### config.mk
export PLATFORM = sky130hd
export DESIGN_NAME = composite_video_timing
export DESIGN_NICKNAME = d
export VERILOG_FILES = /design/src/rtl/common.sv /design/src/rtl/timing_counter.sv /design/src/rtl/composite_video_timing.sv
export SDC_FILE = /design/constraint.sdc
export NUM_CORES = 1
export LEC_CHECK = 0
export ABC_AREA = 1
export BUFFER_PORTS_ARGS = -buffer_cell sky130_fd_sc_hd__buf_2
export CAP_MARGIN = 30
export CORE_ASPECT_RATIO = 0.7
export CORE_MARGIN = 8
export CORE_UTILIZATION = 57
export CTS_CLUSTER_DIAMETER = 60
export CTS_CLUSTER_SIZE = 24
export DETAILED_ROUTE_END_ITERATION = 12
export GPL_TIMING_DRIVEN = 0
export PLACE_DENSITY = 0.78
export SYNTH_ARGS = -nofsm -noshare
export SYNTH_HDL_FRONTEND = slang
export SYNTH_SLANG_ARGS = --single-unit
export TNS_END_PERCENT = 20
### constraint.sdc
create_clock -name clk -period 2 [get_ports clk]
set_clock_uncertainty 0.15 [all_clocks]
set_input_delay 0.4 -clock clk [delete_from_list [all_inputs] [get_ports clk]]
set_output_delay 0.4 -clock clk [all_outputs]
set_load 0.05 [all_outputs]
### src/rtl/common.sv
// Shared video-standard definitions for the composite video path.
package common;

  typedef enum logic [1:0] {
    STD_PAL   = 2'd0,
    STD_NTSC  = 2'd1,
    STD_SECAM = 2'd2
  } video_standard_e;

  localparam int H_W = 12;
  localparam int V_W = 9;

  // Lines per frame for each standard (SECAM shares the PAL raster).
  localparam logic [V_W-1:0] LINES_PAL  = 9'd312;
  localparam logic [V_W-1:0] LINES_NTSC = 9'd262;

  function automatic logic [V_W-1:0] lines_for(input video_standard_e s);
    return (s == STD_NTSC) ? LINES_NTSC : LINES_PAL;
  endfunction

endpackage

### src/rtl/timing_counter.sv
// Horizontal/vertical raster counters with per-frame standard latch.
// The standard is sampled only at h=0,v=0 so a frame never changes length
// part way through.
module timing_counter
  import common::*;
#(
  parameter int LINE_TICKS_PAL  = 3072,
  parameter int LINE_TICKS_NTSC = 3051
) (
  input  logic            clk,
  input  logic            rst_n,
  input  video_standard_e std_i,
  output logic [H_W-1:0]  h_o,
  output logic [V_W-1:0]  v_o,
  output video_standard_e std_o
);

  localparam logic [H_W-1:0] PAL_LAST  = H_W'(LINE_TICKS_PAL - 1);
  localparam logic [H_W-1:0] NTSC_LAST = H_W'(LINE_TICKS_NTSC - 1);

  logic [H_W-1:0]  h_q, h_d;
  logic [V_W-1:0]  v_q, v_d;
  video_standard_e std_q, std_d;
  logic [H_W-1:0]  h_last;
  logic [V_W-1:0]  v_last;

  // Next-state: advance h, wrap into v at end of line, wrap v at end of frame.
  always_comb begin
    std_d  = std_q;
    h_last = (std_q == STD_NTSC) ? NTSC_LAST : PAL_LAST;
    v_last = lines_for(std_q) - 9'd1;
    h_d    = h_q + 12'd1;
    v_d    = v_q;
    if (h_q == '0 && v_q == '0) begin
      std_d = std_i;
    end
    if (h_q == h_last) begin
      h_d = '0;
      v_d = (v_q == v_last) ? '0 : v_q + 9'd1;
    end
  end

  // Counter and latched-standard registers; reset also captures the standard.
  always_ff @(posedge clk) begin
    if (!rst_n) begin
      h_q   <= '0;
      v_q   <= '0;
      std_q <= std_i;
    end else begin
      h_q   <= h_d;
      v_q   <= v_d;
      std_q <= std_d;
    end
  end

  assign h_o   = h_q;
  assign v_o   = v_q;
  assign std_o = std_q;

endmodule

### src/rtl/composite_video_timing.sv
// Composite video raster timing: sync/burst strobes for the encoder and
// pixel requests for the framebuffer. All outputs are registered decodes of
// the (h,v) counter state, one clock behind it.
// Optional build macro CONFIG_TIMING_SERRATION_EN: broad vsync pulses with
// serration gaps instead of solid sync on the vertical sync lines.
module composite_video_timing
  import common::*;
#(
  parameter int LINE_TICKS_PAL  = 3072,
  parameter int LINE_TICKS_NTSC = 3051,
  parameter int HSYNC_TICKS     = 226,
  parameter int BURST_START     = 269,
  parameter int ACTIVE_START    = 500,
  parameter int ACTIVE_WIDTH    = 2400,
  parameter int VSYNC_LINES     = 3,
  parameter int VBLANK_LINES    = 20,
  parameter int ACTIVE_LINES    = 240
) (
  input  logic            clk,
  input  logic            rst_n,
  input  video_standard_e video_standard,
  output logic            sync,
  output logic            newframe,
  output logic            newline,
  output logic            qam_startburst,
  output logic            secam_enabled,
  output logic            active,
  output logic [11:0]     x,
  output logic [8:0]      y
);

  localparam logic [H_W-1:0] HSYNC_H   = H_W'(HSYNC_TICKS);
  localparam logic [H_W-1:0] BURST_H   = H_W'(BURST_START);
  localparam logic [H_W-1:0] ACT_H0    = H_W'(ACTIVE_START);
  localparam logic [H_W-1:0] ACT_H1    = H_W'(ACTIVE_START + ACTIVE_WIDTH);
  localparam logic [V_W-1:0] VSYNC_V   = V_W'(VSYNC_LINES);
  localparam logic [V_W-1:0] ACT_V0    = V_W'(VBLANK_LINES);
  localparam logic [V_W-1:0] ACT_V1    = V_W'(VBLANK_LINES + ACTIVE_LINES);
`ifdef CONFIG_TIMING_SERRATION_EN
  localparam logic [H_W-1:0] BROAD_PAL  = H_W'(LINE_TICKS_PAL - HSYNC_TICKS);
  localparam logic [H_W-1:0] BROAD_NTSC = H_W'(LINE_TICKS_NTSC - HSYNC_TICKS);
`endif

  logic [H_W-1:0]  h;
  logic [V_W-1:0]  v;
  video_standard_e std;

  timing_counter #(
    .LINE_TICKS_PAL (LINE_TICKS_PAL),
    .LINE_TICKS_NTSC(LINE_TICKS_NTSC)
  ) u_counter (
    .clk  (clk),
    .rst_n(rst_n),
    .std_i(video_standard),
    .h_o  (h),
    .v_o  (v),
    .std_o(std)
  );

  logic        sync_q, sync_d;
  logic        newframe_q, newframe_d;
  logic        newline_q, newline_d;
  logic        burst_q, burst_d;
  logic        secam_q, secam_d;
  logic        active_q, active_d;
  logic [11:0] x_q, x_d;
  logic [8:0]  y_q, y_d;
  logic        vsync_line;

  // Decode the current counter state into next-clock output values.
  always_comb begin
    vsync_line = (v < VSYNC_V);
    newline_d  = (h == '0);
    newframe_d = (h == '0) && (v == '0);
    if (vsync_line) begin
`ifdef CONFIG_TIMING_SERRATION_EN
      sync_d = (h < ((std == STD_NTSC) ? BROAD_NTSC : BROAD_PAL));
`else
      sync_d = 1'b1;
`endif
    end else begin
      sync_d = (h < HSYNC_H);
    end
    burst_d  = (h == BURST_H) && !vsync_line && (std != STD_SECAM);
    secam_d  = (std == STD_SECAM) && !vsync_line && (h >= BURST_H);
    active_d = (h >= ACT_H0) && (h < ACT_H1) && (v >= ACT_V0) && (v < ACT_V1);
    x_d      = active_d ? (h - ACT_H0) : '0;
    y_d      = active_d ? (v - ACT_V0) : '0;
  end

  // Output registers; reset clears every strobe and the pixel request.
  always_ff @(posedge clk) begin
    if (!rst_n) begin
      sync_q     <= 1'b0;
      newframe_q <= 1'b0;
      newline_q  <= 1'b0;
      burst_q    <= 1'b0;
      secam_q    <= 1'b0;
      active_q   <= 1'b0;
      x_q        <= '0;
      y_q        <= '0;
    end else begin
      sync_q     <= sync_d;
      newframe_q <= newframe_d;
      newline_q  <= newline_d;
      burst_q    <= burst_d;
      secam_q    <= secam_d;
      active_q   <= active_d;
      x_q        <= x_d;
      y_q        <= y_d;
    end
  end

  assign sync           = sync_q;
  assign newframe       = newframe_q;
  assign newline        = newline_q;
  assign qam_startburst = burst_q;
  assign secam_enabled  = secam_q;
  assign active         = active_q;
  assign x              = x_q;
  assign y              = y_q;

endmodule

Word level (Yosys, flattened, before mapping)
Index checks and enable logic that the tools add are counted.

Register bits after elaboration: 50. Latch bits: 0. RAM bits: 0. ROM bits: 0. Bits of input ports: 4. Word-level logic and storage cells: 50. Memories: 0.

Add/subtract/negate cells: 5. $mul: 0. Div/mod/pow operators: 0. $lt $le $gt $ge: 7. Equal/unequal tests: 7. Shifts and indexed selects: 0. Muxes and demuxes: 6. Bitwise operators: 1. Reduce and logical (&&, ||, !) cells: 13.

Operators by type and width (count): $ge 12x9->1 const B (2); $add 12x1->12 const B (1); $eq 12x12->1 (1); $eq 12x9->1 const B (1); $logic_not 12->1 (1); $lt 12x12->1 const B (1); $lt 12x8->1 const B (1); $sub 12x9->12 const B (1); $add 9x1->9 const B (1); $eq 9x9->1 (1); $ge 9x5->1 const B (1); $logic_not 9->1 (1); $lt 9x2->1 const B (1); $lt 9x9->1 const B (1); $mux 9 (1); $sub 9x1->9 const B (1); $sub 9x5->9 const B (1); $logic_and 1x1->1 (8); $mux 6 (1); $mux 5 (1); $mux 2 (2); $eq 2x1->1 const B (1); $eq 2x2->1 const B (1); $ne 2x1->1 const B (1); 6 further kinds (6).

Depth between registers and ports, before layout
Gate-level depths: netlist of run 1.

Word-level depth: 5. Depth in mapped cells: 10. Gate-level depth less buffers: 9.

By module
A second synthesis of run 1 with hierarchy kept.

Cell total of the unflattened synthesis: 363. Area, all modules: 2637.5 sq um.

Modules (own cells, without submodules): composite_video_timing (instances 1, cells each 174, area each 1346.3 sq um); timing_counter (instances 1, cells each 189, area each 1291.2 sq um).

Worst setup path before layout of run 1
No wires, ideal clock.

Path kind: register -> register. From: register u_counter.h_q[2], in the netlist u_counter.h_o[2]. To: register y_q[2], in the netlist y[2]. Setup time: 0.062 ns. Arrival: 1.434 ns. Required time: 1.788 ns. Setup slack: 0.354 ns. Cell stages (with the launch flop): 9. Path through: dfxtp_1 -> inv_2 -> ha_1 -> nor2_2 -> nand3_1 -> nand3_1 -> nand3_2 -> buf_6 -> nor2_2.

Word-level cells in the longest chain between the ends: 5.

Ends and longest elaborated chain: from (decl) (line timing_counter.sv:21) `logic [H_W-1:0] h_q, h_d;`; from (signal assigned) (line timing_counter.sv:46) `h_q <= '0;`; from (signal assigned) (line timing_counter.sv:50) `h_q <= h_d;`; $ge 12x9->1 / $lt 12x12->1 (equally long branches) (line composite_video_timing.sv:86) `active_d = (h >= ACT_H0) && (h < ACT_H1) && (v >= ACT_V0) && (v < ACT_V1);`; $logic_and 1x1->1 (*) (3 in a row) (line composite_video_timing.sv:86); $reduce_and 2->1 (no line) (*); to (signal assigned) (line composite_video_timing.sv:110) `y_q <= y_d;`; to (decl) (line composite_video_timing.sv:67) `logic [8:0] y_q, y_d;`.

Every way passes the cells marked *; elsewhere a longest branch is shown, timed or not. A chain may end at the register's enable or synchronous reset.

Worst setup path after layout of run 1
From: register u_counter.h_q[10], in the netlist u_counter.h_o[10]. To: register u_counter.std_q[0], in the netlist u_counter.std_o[0] (enable).

Word-level cells in the longest chain between the ends: 3.

Ends and longest elaborated chain: $logic_not 12->1 (line timing_counter.sv:34) `if (h_q == '0 && v_q == '0) begin`; $logic_and 1x1->1 (line timing_counter.sv:34); $ne 2x1->1 (no line); to (signal assigned) (line timing_counter.sv:48) `std_q <= std_i;`; to (signal assigned) (line timing_counter.sv:52) `std_q <= std_d;`; to (decl) (line timing_counter.sv:23) `video_standard_e std_q, std_d;`.

No other way between the ends.

==> summary.md, run 1 <==
| Metric | Value |
|---|---|
| Most frequent cells in the layout | `sky130_fd_sc_hd__nand2_1 (73), sky130_fd_sc_hd__dfxtp_1 (47), sky130_fd_sc_hd__inv_1 (46)` |
| Pwr Density | `611 nW/um^2` |
| Number of maximum-capacitance violations | `0` |
| Number of pins with negative max-slew slack in the final report | `0` |
| Worst hold path class | `in2reg` |
| Number of filler instances in the final layout | `383` |
| Clock latency on the worst-skew pair | `0.30 ns` |
| Placed cell count | `429` |
| CP Data Required Time | `1.83 ns` |
| Post-layout instance count excluding filler cells | `437` |
| Relative area change from synthesis to final layout | `12.5%` |
| Delay of the slowest cell on the worst path | `0.30 ns` |
| Fin Setup TNS | `0 ns` |
| Root buffer selected by CTS | `sky130_fd_sc_hd__clkbuf_8` |
| Clock tree from TritonCTS | `done` |
| Total I/O pin count | `31` |
| Total Die Area | `6920 um^2` |
| Element type at the critical path start | `flip-flop` |
| Worst Path Max Fanout | `7` |
| Number of antenna violations at the first check in global routing | `0` |
| Via count of the first global-routing pass | `1940` |
| Final hold slack | `0.124 ns` |
| Iteration-0 DRC count of the detailed router | `230` |
| Bufs on Longest Clock Path | `2` |
| Clock period minus final worst setup slack | `1.88 ns` |
| Proportion of synthesized chip area in sequential cells | `39.9%` |
| Cell Area, Synth | `2560 um^2` |
| Remaining antenna violation count | `0` |
| Worst max-slew margin expressed relative to the limit | `67.7%` |
| Post-detailed-routing wire length | `5.76 mm` |
| Global-route wire length before repair | `9.34 mm` |
| Slew at the pin with the worst max-slew slack | `0.484 ns` |
| Yosys warnings | `0` |
| Vias after detailed routing | `2255` |
| Count of different cell masters after synthesis | `26` |
| Routability-driven placement congestion ratio | `0.942` |
| 1st-pass router iterations | `6` |
| # clock sinks | `50` |
| Y dimension of the die | `72.0 um` |
| Total number of nets in the final design | `398` |
| Fmax | `0.532 GHz` |
| Outcome | `completed` |
| Cell family with most CP delay | `simple AND/OR/NAND/NOR gates` |
| Worst VDD drop | `0.394 mV` |
| Clock slew at the register clock pins of the worst setup and hold paths | `0.09 ns` |
| Layout cell share with drive strength beyond 1 | `21.2%` |
| Sequence of cells on the critical path | `buf_2 -> inv_1 -> nand2_1 -> nor2_1 -> inv_1 -> nor2_1 -> nand2_1 -> o21ai_0` |
| GRT overflow | `0` |
| Initial core utilization | `59.0%` |
| Remaining DRCs | `0` |
| Mean Syn Cell Area | `7.43 um^2` |
| CTS Hold Buffers Added | `0` |
| Std cell rows | `20` |
| Slowest stage cell on the critical path | `sky130_fd_sc_hd__dfxtp_1` |
| Number of setup violations in the final report | `0` |
| Maximum number of pins on one net before global-route repair | `17` |
| Chip width | `96.0 um` |
| Number of clock buffers inserted by TritonCTS | `5` |
| Hold violation count in the final report | `0` |
| Crit end category | `flip-flop` |
| Ant diodes | `0` |
| Post-synthesis sequential element count | `50` |
| Path type of the worst setup path | `reg2reg` |
| Half-perimeter wire length after placement | `4.47 mm` |
| Routed via count divided by cell count | `5.16` |
| Post-route clock period utilization | `93.9%` |
| Leakage component of the power | `1.51 nW` |
| Setup repair after global routing missed its margin | `no` |
| Quantity of I/O buffers inserted on ports | `30` |
| Buffers inserted during post-CTS setup optimization | `0` |
| Arrival time worst endpoint | `1.71 ns` |
| Global router's overall resource usage | `17.1%` |
| Area of the placeable core | `4330 um^2` |
| Synthesized instance count | `344` |
| Routed wire per std cell | `13.2 um` |
| Post-synth net total | `361` |
| Buffers plus inverters on the worst setup path | `3` |
| Count of H-tree levels built during CTS | `2` |
| Most common cell after layout, fill and taps aside | `sky130_fd_sc_hd__nand2_1` |
[stage by stage]
step | total power, mW | util (%) | setup slack (ns) | instance area [um^2]
2_1_floorplan | 1.13 | - | 0.354 | 2560
3_5_place_dp | 1.16 | 64.1 | 0.101 | 2780
3_3_place_gp | 1.16 | 64.1 | 0.160 | 2780
5_1_grt | 1.82 | 66.4 | 0.0542 | 2880
4_1_cts | 1.77 | 66.4 | 0.0694 | 2880
6_report | 1.76 | 66.4 | 0.122 | 2880
[registers in the layout, indices dropped and copies added, names as in the netlist]
register         count
x                   12
newline              1
active               1
u_counter.std_o      2
newframe             1
sync                 1
qam_startburst       1
u_counter.h_o       12
u_counter.v_o        9
y                    9
secam_enabled        1
[final timing paths]
path              slack, ns                          start  cells after the start                       endpoint
setup / recovery       0.12   u_counter.h_o[10]$_SDFF_PP0_                      8   u_counter.std_o[0]$_DFFE_PP_
hold / removal         0.12              video_standard[1]                      1   u_counter.std_o[1]$_DFFE_PP_
setup reg to reg       0.12   u_counter.h_o[10]$_SDFF_PP0_                      8   u_counter.std_o[0]$_DFFE_PP_
hold reg to reg        0.36  u_counter.v_o[7]$_SDFFE_PN0N_                      2  u_counter.v_o[7]$_SDFFE_PN0N_
[cells in the mapped netlist (all sizes together)]
master / count / area, um^2
a21oi: 14 / 77.6
buf: 5 / 46.3
clkbuf: 1 / 3.75
clkinv: 1 / 3.75
dfxtp: 48 / 961
edfxtp: 2 / 60.1
ha: 13 / 163
inv: 51 / 191
nand2: 76 / 308
nand3: 33 / 175
nand4: 8 / 50.1
nor2: 62 / 304
nor3: 3 / 15.0
o21ai: 9 / 45.0
or2: 2 / 12.5
xnor2: 1 / 8.76
xor2: 15 / 131
[kinds of logic (layout without fill, tap and decap cells)]
kind of cell | after synthesis | count (layout) | synth area share [%]
AND/OR/NAND/NOR | 184 | 184 | 33.8
buffers and inverters | 58 | 96 | 9.59
flip-flops | 50 | 50 | 39.9
AO/OA/AOI/OAI | 23 | 23 | 4.80
XOR/XNOR | 16 | 16 | 5.48
adder cells (fa/ha/maj) | 13 | 13 | 6.36
[where the power goes]
group,switching (mW),internal [mW]
combinational,0.0762,0.0331
clock,0.331,0.285
sequential,0.0152,1.02
total,0.423,1.33
[timing repair]
| item | CTS | global route |
|---|---|---|
| endpoints found under the setup margin | 0 | 20 |
| gates resized for setup | 0 | 1 |
| hold endpoints to repair | 0 | 0 |
[layout make-up]
| class | instances | area [um^2] | area share, % |
|---|---|---|---|
| Buffer | 6 | 50.0 | 1.74 |
| Clock buffer | 6 | 82.6 | 2.87 |
| Clock inverter | 2 | 17.5 | 0.609 |
| Inverter | 52 | 195 | 6.79 |
| Multi-Input combinational cell | 236 | 1290 | 44.8 |
| Sequential cell | 50 | 1020 | 35.5 |
| Tap cell | 55 | 68.8 | 2.39 |
| Timing Repair Buffer | 30 | 150 | 5.22 |
[worst register-to-register path: stages (launching register included)]
cell and delay, ns:
sky130_fd_sc_hd__dfxtp_1 0.30, sky130_fd_sc_hd__buf_2 0.16, sky130_fd_sc_hd__inv_1 0.09, sky130_fd_sc_hd__nand2_1 0.07, sky130_fd_sc_hd__nor2_1 0.13, sky130_fd_sc_hd__inv_1 0.08
sky130_fd_sc_hd__nor2_1 0.19, sky130_fd_sc_hd__nand2_1 0.09, sky130_fd_sc_hd__o21ai_0 0.29
[per-layer routing]
metal	part of all wire [%]	wire length, um	track usage (%)	vias up
met4	0.92	53	4.58	0
met5	0	0	0	-
met1	49	2850	26.0	1003
li1	-	-	-	1142
met2	39	2230	22.7	103
met3	11	631	4.33	7
Note: power is estimated with default switching activity, not from simulation.
==> run 2, diff against run 1 <==
--- a/config.mk
+++ b/config.mk
@@ -10,12 +10,13 @@
 export CAP_MARGIN = 30
 export CORE_ASPECT_RATIO = 0.7
 export CORE_MARGIN = 8
-export CORE_UTILIZATION = 57
+export CORE_UTILIZATION = 60
+export CTS_BUF_LIST = sky130_fd_sc_hd__clkbuf_8
 export CTS_CLUSTER_DIAMETER = 60
 export CTS_CLUSTER_SIZE = 24
 export DETAILED_ROUTE_END_ITERATION = 12
 export GPL_TIMING_DRIVEN = 0
-export PLACE_DENSITY = 0.78
+export PLACE_DENSITY = 0.83
 export SYNTH_ARGS = -nofsm -noshare
 export SYNTH_HDL_FRONTEND = slang
 export SYNTH_SLANG_ARGS = --single-unit
==> summary.md, run 2 (same netlist as run 1, synthesis figures left out) <==
| Metric | Value |
|---|---|
| Outcome | `completed` |
| Global-route wire length before repair | `9.18 mm (-1.7%)` |
| Leakage component of the power | `1.51 nW (unchanged)` |
| Setup repair after global routing missed its margin | `no` |
| Global router's overall resource usage | `17.2% (+0.10 points)` |
| Slew at the pin with the worst max-slew slack | `0.467 ns (-0.0168 ns)` |
| Buffers inserted during post-CTS setup optimization | `0 (unchanged)` |
| Vias after detailed routing | `2196 (-2.6%)` |
| Final WS setup | `0.234 ns (+0.112 ns)` |
| Number of pins with negative max-slew slack in the final report | `0 (unchanged)` |
| Total number of nets in the final design | `398 (unchanged)` |
| Most frequent cells in the layout | `sky130_fd_sc_hd__nand2_1 (73), sky130_fd_sc_hd__dfxtp_1 (47), sky130_fd_sc_hd__inv_1 (46)` |
| Relative contribution of combinational cells to total power | `6.0% (-0.2 points)` |
| Arrival time worst endpoint | `1.87 ns (+0.16 ns)` |
| Remaining antenna violation count | `0 (unchanged)` |
| Post-detailed-routing wire length | `5.58 mm (-3.2%)` |
| Buffers plus inverters on the worst setup path | `2 (-1)` |
| Ant diodes | `0 (unchanged)` |
| GRT overflow | `0 (unchanged)` |
| Crit Reg-Reg Startpoint | `u_counter.h_o[2]$_SDFF_PP0_` |
| Post-route clock period utilization | `88.3% (-5.6 points)` |
| Delay of the slowest cell on the worst path | `0.44 ns (+0.14 ns)` |
| Clk pwr share | `35.5% (+0.4 points)` |
| Iteration-0 DRC count of the detailed router | `195 (-15%)` |
| FF-to-FF setup slack | `0.23 ns (+0.11 ns)` |
| Relative area change from synthesis to final layout | `12.5% (unchanged)` |
| Layout cell share with drive strength beyond 1 | `21.2% (unchanged)` |
| Internal power | `1.33 mW (about the same)` |
| Switching share of power | `24.4% (+0.32 points)` |
| Count of H-tree levels built during CTS | `2 (unchanged)` |
| Worst VDD drop | `0.446 mV (+13%)` |
| Total power draw | `1.76 mW (+0.41%)` |
| Worst max-slew margin expressed relative to the limit | `68.9% (+1.1 points)` |
| Crit end category | `flip-flop` |
| Number of maximum-capacitance violations | `0 (unchanged)` |
| Element type at the critical path start | `flip-flop` |
| Total I/O pin count | `31 (unchanged)` |
| Root buffer selected by CTS | `sky130_fd_sc_hd__clkbuf_8` |
| Total Die Area | `6640 um^2 (-4.0%)` |
| Remaining DRCs | `0 (unchanged)` |
| Initial core utilization | `60.8% (+1.8 points)` |
| # clock sinks | `50 (unchanged)` |
| Number of cells traversed by the worst register-to-register path | `8 (unchanged)` |
| Cell family with most CP delay | `simple AND/OR/NAND/NOR gates` |
| Post-layout instance count excluding filler cells | `437 (unchanged)` |
| Most common cell after layout, fill and taps aside | `sky130_fd_sc_hd__nand2_1` |
| Sequence of cells on the critical path | `inv_2 -> ha_1 -> nor2_2 -> nand3_1 -> nand3_1 -> nand3_2 -> buf_6 -> nor2_2` |
| Fmax | `0.566 GHz (+6.4%)` |
| Destination of the worst register-to-register timing path | `y[1]$_SDFF_PN0_` |
| Placed cell count | `429 (unchanged)` |
| Endpoint with the worst hold slack | `u_counter.std_o[1]$_DFFE_PP_` |
| Number of setup violations in the final report | `0 (unchanged)` |
| Bufs on Longest Clock Path | `2 (unchanged)` |
| Hold violation count in the final report | `0 (unchanged)` |
| Critical Path Start | `u_counter.h_o[2]$_SDFF_PP0_` |
| Sequential power share | `58.4% (-0.3 points)` |
| Chip width | `94.0 um (-2.1%)` |
| Number of clock buffers inserted by TritonCTS | `5 (unchanged)` |
| Clock period minus final worst setup slack | `1.77 ns (-0.112 ns)` |
| Fin Setup TNS | `0 ns (unchanged)` |
| Routed via count divided by cell count | `5.03 (-2.6%)` |
| Y dimension of the die | `70.6 um (-2.0%)` |
| Pre-CTS setup slack | `0.142 ns (+0.0404 ns)` |
| Clock slew at the register clock pins of the worst setup and hold paths | `0.09 ns (about the same)` |
| Routability-driven placement congestion ratio | `0.926 (-1.8%)` |
| Area of the placeable core | `4200 um^2 (-2.9%)` |
| Clock tree from TritonCTS | `done` |
| Via count of the first global-routing pass | `1910 (-1.5%)` |
| Pwr Density | `613 nW/um^2 (+0.41%)` |
| Number of cells on the worst hold path | `1 (unchanged)` |
| Clock latency on the worst-skew pair | `0.31 ns (about the same)` |
| Quantity of I/O buffers inserted on ports | `30 (unchanged)` |
| CP Data Required Time | `2.10 ns (+0.27 ns)` |
| Worst hold path class | `in2reg` |
| Path type of the worst setup path | `reg2reg` |
| Half-perimeter wire length after placement | `4.35 mm (-2.8%)` |
| Total non-filler cell area in the finished layout | `2880 um^2 (unchanged)` |
| Slowest stage cell on the critical path | `sky130_fd_sc_hd__dfxtp_2` |
| Std cell rows | `20 (unchanged)` |
| Startpoint of the tightest hold check path | `video_standard[1]` |
| Number of antenna violations at the first check in global routing | `0 (unchanged)` |
| Switching component of the power | `0.430 mW (+1.7%)` |
| Placed inst area | `2780 um^2 (unchanged)` |
| 1st-pass router iterations | `5 (-1)` |
| Maximum number of pins on one net before global-route repair | `17 (unchanged)` |
| Routed wire per std cell | `12.8 um (-3.2%)` |
| Worst Path Max Fanout | `10 (+3)` |
| Count of cell instances traversed by the critical path | `8 (unchanged)` |
## run 2: cell counts in the layout (fill, tap and decap cells not counted)
No cell type changed its count.
## run 2: routing by layer
metal  GRT usage [%]  routed length, um  vias to the layer above
met5               0                  0                        -
met4            6.13                 62                        0
met3            4.44                552                        7
met2            21.5               2050                       90
met1            26.7               2910                      960
li1                -                  -                     1139
## run 2: stage by stage
step | hold WS, ns | utilization, %
final | 0.112 | 68.4
after global routing | 0.104 | 68.4
after CTS | 0.109 | 68.4
after detailed placement | 0.351 | 66.0
after global placement | 0.345 | 66.0
after floorplan | 0.318 | -
## run 2: power groups by stage
stage               logic [mW]  registers [mW]  clock network [mW]
global route             0.119            1.03               0.679
global placement         0.105            1.05                   0
CTS                      0.106            1.03               0.636
floorplan               0.0621            1.07                   0
finish                   0.107            1.03               0.626
detailed placement       0.106            1.05                   0
## run 2: what timing repair did
action | CTS | global route
hold buffers | 0 | 0
resized for setup | 0 | 1
endpoints found under the setup margin | 0 | 6
## run 2: how the worst max path moves through the flow
stage / endpoint / slack (ns)
after global placement: x[11]$_SDFF_PN0_ / 0.18
after detailed placement: y[1]$_SDFF_PN0_ / 0.14
after CTS: y[1]$_SDFF_PN0_ / 0.12
final: y[1]$_SDFF_PN0_ / 0.23
after global routing: u_counter.std_o[1]$_DFFE_PP_ / 0.04
after floorplan: y[2]$_SDFF_PN0_ / 0.35
## run 2: final cells by class
class	count	area, um^2
Buffer	6	50.0
Clock buffer	6	82.6
Clock inverter	2	17.5
Fill cell	359	1330
Inverter	52	195
Multi-Input combinational cell	236	1290
Sequential cell	50	1020
Tap cell	55	68.8
Timing Repair Buffer	30	150
## run 2: worst reg2reg max path, cell delays in order (launching register included)
cell and delay [ns]:
sky130_fd_sc_hd__dfxtp_2 0.44, sky130_fd_sc_hd__inv_2 0.08, sky130_fd_sc_hd__ha_1 0.24, sky130_fd_sc_hd__nor2_2 0.15, sky130_fd_sc_hd__nand3_1 0.13, sky130_fd_sc_hd__nand3_1 0.13, sky130_fd_sc_hd__nand3_2 0.13, sky130_fd_sc_hd__buf_6 0.18
sky130_fd_sc_hd__nor2_2 0.09
